`config.mk`:
```
export PLATFORM = sky130hd
export DESIGN_NAME = uart_tx_arbiter
export DESIGN_NICKNAME = d
export VERILOG_FILES = /design/src/rtl/uart_tx_arbiter.sv
export SDC_FILE = /design/constraint.sdc
export NUM_CORES = 1
export LEC_CHECK = 0
export ABC_AREA = 1
export ABC_CLOCK_PERIOD_IN_PS = 5850
export CAP_MARGIN = 20
export CORE_ASPECT_RATIO = 1.25
export CORE_MARGIN = 5
export CORE_UTILIZATION = 30
export CTS_CLUSTER_SIZE = 20
export DETAILED_ROUTE_END_ITERATION = 6
export PLACE_DENSITY = 0.52
export SYNTH_ARGS = -nofsm -noshare
export SYNTH_HDL_FRONTEND = slang
export SYNTH_SLANG_ARGS = --single-unit
```
`constraint.sdc`:
```
create_clock -name clk -period 5.85 [get_ports clk]
set_input_delay 1.755 -clock clk [delete_from_list [all_inputs] [get_ports clk]]
set_output_delay 1.755 -clock clk [all_outputs]
set_load 0.005 [all_outputs]
```
`src/rtl/uart_tx_arbiter.sv`:
```
`default_nettype none
// ============================================================================
// Module   : uart_tx_arbiter
// Brief    : Shares one UART transmitter among NUM_REQ byte sources; times each
//            frame slot itself. Define UART_ARB_FIXED_PRIO_EN for fixed priority.
// Revision : 1.0 - initial release
// ============================================================================
module uart_tx_arbiter #(
    parameter int NUM_REQ    = 4,
    parameter int BAUD_DIV   = 10416,
    parameter int FRAME_BITS = 12,
    parameter int HOLD_CYC   = BAUD_DIV + 2
) (
    input  logic                       clk,
    input  logic                       rst_n,
    input  logic                       en,
    input  logic [NUM_REQ-1:0]         req_valid,
    input  logic [8*NUM_REQ-1:0]       req_data,
    output logic [NUM_REQ-1:0]         req_ready,
    output logic                       tx_start,
    output logic [7:0]                 tx_data,
    output logic                       busy,
    output logic [$clog2(NUM_REQ)-1:0] grant_id
);

    localparam int IDW      = $clog2(NUM_REQ);
    localparam int SLOT_CYC = FRAME_BITS * BAUD_DIV;
    localparam int TW       = $clog2(SLOT_CYC);

    typedef enum logic [1:0] {
        S_IDLE = 2'd0,
        S_HOLD = 2'd1,
        S_GAP  = 2'd2
    } state_t;

    state_t         r_state;
    logic [TW-1:0]  r_timer;
    logic [IDW-1:0] r_ptr;

    logic           w_found;
    logic [IDW-1:0] w_win;
    logic [IDW-1:0] w_idx;
    logic [IDW-1:0] w_ptr_nxt;
    logic [7:0]     w_win_data;
    logic           w_accept;

    // First valid requester found scanning upward from the pointer, with wrap.
    always_comb begin
        w_found = 1'b0;
        w_win   = '0;
        w_idx   = '0;
        for (int k = 0; k < NUM_REQ; k++) begin
            w_idx = IDW'((int'(r_ptr) + k) % NUM_REQ);
            if (!w_found && req_valid[w_idx]) begin
                w_found = 1'b1;
                w_win   = w_idx;
            end
        end
    end

    // rst_n gating keeps req_ready low while reset is asserted.
    assign w_accept = rst_n && en && w_found && (r_state == S_IDLE);

    always_comb begin
        req_ready  = '0;
        w_win_data = '0;
        for (int j = 0; j < NUM_REQ; j++) begin
            if (w_win == IDW'(j)) begin
                w_win_data   = req_data[8*j +: 8];
                req_ready[j] = w_accept;
            end
        end
    end

`ifdef UART_ARB_FIXED_PRIO_EN
    assign w_ptr_nxt = '0;
`else
    assign w_ptr_nxt = (w_win == IDW'(NUM_REQ - 1)) ? '0 : w_win + IDW'(1);
`endif

    always_ff @(posedge clk or negedge rst_n) begin
        if (!rst_n) begin
            r_state  <= S_IDLE;
            r_timer  <= '0;
            r_ptr    <= '0;
            tx_start <= 1'b0;
            tx_data  <= '0;
            busy     <= 1'b0;
            grant_id <= '0;
        end else begin
            case (r_state)
                S_IDLE: begin
                    if (w_accept) begin
                        tx_data  <= w_win_data;
                        grant_id <= w_win;
                        r_timer  <= '0;
                        r_ptr    <= w_ptr_nxt;
                        tx_start <= 1'b1;
                        busy     <= 1'b1;
                        r_state  <= S_HOLD;
                    end
                end
                S_HOLD: begin
                    r_timer <= r_timer + TW'(1);
                    if (r_timer == TW'(HOLD_CYC - 1)) begin
                        tx_start <= 1'b0;
                        r_state  <= S_GAP;
                    end
                end
                S_GAP: begin
                    // Slot ends a full frame after the first tx_start cycle.
                    if (r_timer == TW'(SLOT_CYC - 1)) begin
                        r_timer <= '0;
                        busy    <= 1'b0;
                        r_state <= S_IDLE;
                    end else begin
                        r_timer <= r_timer + TW'(1);
                    end
                end
                default: begin
                    r_state <= S_IDLE;
                end
            endcase
        end
    end

endmodule
`default_nettype wire

```
## Yosys cells after proc, flatten, opt, wreduce, memory -nomap -nowiden

Index checks and enable logic that the tools add are counted.

- Register bits: 33
- Output and inout port bits: 16
- Word-level logic and storage cells: 82
- Input bits: 39

- Reductions and logical operators: 19
- Add/subtract/negate cells: 5
- Muxes and demuxes: 37
- Equality and inequality tests: 10
- $lt $le $gt $ge: 4

Operator list:

| operator | count |
|---|---|
| $pmux W17 S3 | 1 |
| $mux W17 | 2 |
| $mux W8 | 4 |
| $add A17 B1 Y17 const B | 1 |
| $eq A17 B14 Y1 const B | 1 |
| $eq A17 B17 Y1 const B | 1 |
| $mux W2 | 8 |
| $mux W1 | 15 |
| $lt A2 B3 Y1 const B | 4 |
| $reduce_and A3 Y1 | 3 |
| $bmux W1 S2 | 4 |
| $eq A2 B2 Y1 const B | 3 |
| $logic_and A1 B1 Y1 | 6 |
| $ne A2 B2 Y1 const B | 3 |
| $pmux W2 S3 | 1 |
| $add A2 B1 Y2 const B | 2 |
| $add A2 B2 Y2 const B | 2 |
| $eq A2 B1 Y1 const B | 2 |
| $logic_not A2 Y1 | 2 |
| $pmux W1 S2 | 2 |
| $reduce_and A2 Y1 | 2 |
| $reduce_bool A2 Y1 | 2 |
| $logic_not A1 Y1 | 3 |
| $reduce_bool A3 Y1 | 1 |

## Logic depth before layout (Yosys ltp)

- Word-level depth: 17
- Mapped depth: 21
- Depth with buffers taken out: 20

## Worst setup path before layout

OpenSTA, ideal clock, no wires.

- Path kind: input port to output port
- From: input req_valid[1]
- To: output req_ready[3]
- Path buffers: 2
- Path slack: 0.764 ns
- Arrival: 3.331 ns
- Cell stages on the path: 14
- Data required time: 4.095 ns
- Path through: inv_1 > nand2_1 > nand3_1 > nand2_2 > nor2_4 > nand2_1 > nand3b_1 > nand2_1 > inv_1 > ha_1 > clkbuf_1 > clkbuf_1 > inv_1 > nor2_1

RTL lines:

| item | RTL line | source |
|---|---|---|
| start, declared | 17 | `input logic [NUM_REQ-1:0] req_valid,` |
| $bmux W1 S2 | 54 | `if (!w_found && req_valid[w_idx]) begin` |
| $mux W1 (not written as such) | 54 |  |
| $mux W1 | 54 |  |
| $logic_not A1 Y1 | 54 |  |
| $logic_and A1 B1 Y1 | 54 |  |
| $mux W1 | 54 |  |
| $logic_not A1 Y1 | 54 |  |
| $logic_and A1 B1 Y1 | 54 |  |
| $mux W1 | 54 |  |
| $logic_not A1 Y1 | 54 |  |
| $logic_and A1 B1 Y1 | 54 |  |
| $mux W2 * | 54 |  |
| via w_win[0] | 41 | `logic [IDW-1:0] w_win;` |
| $eq A2 B2 Y1 * | 68 | `if (w_win == IDW'(j)) begin` |
| $mux W1 * | 68 |  |
| end, declared | 19 | `output logic [NUM_REQ-1:0] req_ready,` |

The timed path passes the listed nets; every way through them passes the cells marked *. The select of a mux whose other input is x is not followed.

## Worst setup path after layout

- From: input req_valid[1]
- To: output req_ready[1]

RTL lines:

| item | RTL line |
|---|---|
| $bmux W1 S2 | 54 |
| $mux W1 (not written as such) | 54 |
| $mux W1 | 54 |
| $logic_not A1 Y1 | 54 |
| $logic_and A1 B1 Y1 | 54 |
| $mux W1 | 54 |
| $logic_not A1 Y1 | 54 |
| $logic_and A1 B1 Y1 | 54 |
| $mux W1 | 54 |
| $logic_not A1 Y1 | 54 |
| $logic_and A1 B1 Y1 | 54 |
| $mux W2 * | 54 |
| via w_win[1] | 41 |
| $eq A2 B1 Y1 * | 68 |
| $mux W1 * | 68 |

Marked as above.

==> flow_summary.json <==
{
  "status": "completed",
  "power.density_mw_per_mm2": 446,
  "yosys.cell_types.count": 33,
  "critPathRequiredTime_ps": 4090,
  "hold_path.class": "reg2reg",
  "maxCapViolations": 0,
  "nNetsFinal": 521,
  "slew_headroom_pct": 54.6,
  "crit_type": "in2out",
  "seqCellArea_sq_um": 826,
  "grtUsageTotal_pct": 14.3,
  "viasPerCell": 4.52,
  "grt_remaining_overflow": 0,
  "fin_crit_ps": 5720,
  "syn_inst": 417,
  "drive_gt1_share_pct": 9.09,
  "finalSetupViolations": 0,
  "postCtsResizedCells": 0,
  "tightest_slew_ps": 681,
  "portBuffers": 54,
  "wl_mm": 7.41,
  "dpl_cell_area_sq_mm": 0.00334,
  "diodes": 0,
  "worst_ir_drop_vdd_mv": 0.125,
  "h-tree-depth": 2,
  "syn_to_final_growth_pct": 29.5,
  "start_util_pct": 30.9,
  "ant_nets": 0,
  "cts_setup_buffers": 0,
  "drc": 0,
  "rows": 38,
  "cts_made_buffers": 5,
  "grt_first_pass_wirelength_mm": 12.5,
  "n_fill_cell": 934,
  "final_cell_mix": "nand2_1 (169), clkdlybuf4s50_1 (52), inv_1 (36)",
  "worst_clock_skew_ps": 7.40,
  "leakage_nw": 1.66,
  "yosys_warnings": 0,
  "multiInputGateArea_sq_mm": 0.00165,
  "io_pins": 55,
  "fin_util_pct": 40.0,
  "grt_pass1_vias": 2640,
  "cts-root-buf": "clkbuf_8",
  "clk_path_buf_depth": 2,
  "yosysSeqAreaShare_pct": 30.8,
  "drt-pass1-iter-count": 4,
  "die_area_sq_mm": 0.0110,
  "drt_iter0_drc": 64,
  "cts.sinks": 33,
  "syn_area_sq_mm": 0.00269,
  "fin_crit_sh_pct": 97.8,
  "core-area_sq_mm": 0.00870,
  "cts_tree": "yes",
  "die_height_um": 116,
  "grt_max_degree": 34,
  "die_width_um": 94.6,
  "crit_path_max_fanout": 4,
  "ys_ff_latch": 33,
  "num_vias": 2681,
  "crit_path_end_kind": "output port",
  "hold_viol": 0,
  "routedWlPerCell_um": 12.5,
  "fmax_mhz": 175,
  "clk_pin_slew_ps": 70,
  "cp.arrival_ps": 3970,
  "synth_fp_nets": 466,
  "routabilityCongestion": 0.890,
  "cts-hold-fix-buffers": 0,
  "antenna_found_initial": 0,
  "syn_area_per_cell_sq_um": 6.44,
  "clock_latency_ps": 290,
  "final_common_cell": "nand2_1",
  "design_area_sq_mm": 0.00348,
  "cp-start-kind": "input pin",
  "post-dp-hpwl_mm": 5.72,
  "finalMaxSlewViolations": 0
}
-- synthesized netlist by cell type --
cell	number	share of area [%]
dfrtp_1	33	31
nand2_1	172	24
a21oi_1	14	2.6
inv_1	36	5.0
o21ai_1	2	0.37
clkinv_1	2	0.28
nor2_4	1	0.42
buf_6	1	0.42
a31oi_1	1	0.23
o21a_1	1	0.28
ha_1	10	4.7
nand3_4	2	1.3
inv_2	1	0.14
clkbuf_1	6	0.84
nand2_4	2	0.84
nand2_8	1	0.75
nor4_1	1	0.23
a21oi_2	1	0.33
buf_4	2	0.56
buf_2	2	0.37
nor2_1	35	4.9
xnor2_1	2	0.65
xor2_1	5	1.6
and2_1	2	0.47
nor3_1	1	0.19
o21ai_0	20	3.7
buf_12	1	0.75
nand2_2	14	3.3
o211ai_1	3	0.84
nand3_1	24	4.5
inv_6	1	0.33
nand3b_1	3	0.84
nand4_1	15	3.5
-- power by group --
part / total (mW) / switching (mW) / leakage (nW) / internal [mW]
clock: 0.226 / 0.0871 / 0.0585 / 0.139
combinational: 0.997 / 0.616 / 1.16 / 0.381
sequential: 0.328 / 0.0481 / 0.441 / 0.279
-- worst max-delay path, cell delays in order --
cell and delay (ps):
clkdlybuf4s50_1 420, inv_1 60, nand2_1 70, nand3_2 120
nand2_2 80, nor2_4 150, nand2_1 90, o21ai_0 220
nand2_2 120, inv_1 90, ha_1 160, inv_1 40
nor2_1 90, clkdlybuf4s50_1 500
-- through the flow --
stage	hold WS, ps	setup TNS, ps	power (mW)	instances	setup slack, ps
6_report	473	0	1.55	593	128
5_1_grt	503	-57.8	1.73	593	-32.7
4_1_cts	479	0	1.56	593	117
3_5_place_dp	461	0	1.32	585	124
2_1_floorplan	464	0	1.03	417	764
3_3_place_gp	453	0	1.32	585	181
-- registers in the layout, indices dropped and copies added, names as in the netlist --
name and count:
grant_id 2, tx_start 1, r_ptr 2, busy 1, tx_data 8, r_state 2, r_timer 17
-- layer usage --
metal / part of all wire, % / GRT usage, % / vias up / routed length, um
met3: 4.3 / 2.53 / 11 / 319
met5: 0 / 0 / - / 0
met4: 1.9 / 4.43 / 0 / 141
li1: - / - / 1432 / -
met1: 47 / 17.6 / 1177 / 3480
met2: 47 / 25.1 / 61 / 3470
-- cells by family after synthesis --
kind of cell               count (synthesis)  synth area share (%)
xor gates and xnor gates                   7                  2.28
AOI/OAI and AO/OA                         42                  8.39
DFF                                       33                  30.8
adders and majority gates                 10                  4.66
and+or+nand+nor                          273                  45.2
buffers and inverters                     52                  8.71
-- final cells by class --
class / instances / area share (%)
inverters: 40 / 4.46
clock buffers: 7 / 2.48
flip-flops and latches: 33 / 23.7
repair buffers: 60 / 16.8
clock inverters: 1 / 0.864
multi-input cells: 332 / 47.4
well taps: 120 / 4.32
-- final timing paths --
| check | cells past startpoint | from | to | slack [ps] |
|---|---|---|---|---|
| min in group asynchronous | 2 | rst_n | r_timer[11] | 1530 |
| max in group asynchronous | 2 | rst_n | r_timer[5] | 3990 |
| max reg2reg | 20 | r_ptr[0] | tx_data[0] | 2900 |
| min | 2 | busy | busy | 470 |
| max | 14 | req_valid[1] | req_ready[1] | 130 |
| min reg2reg | 2 | busy | busy | 470 |
(Power assumes the default switching activity.)
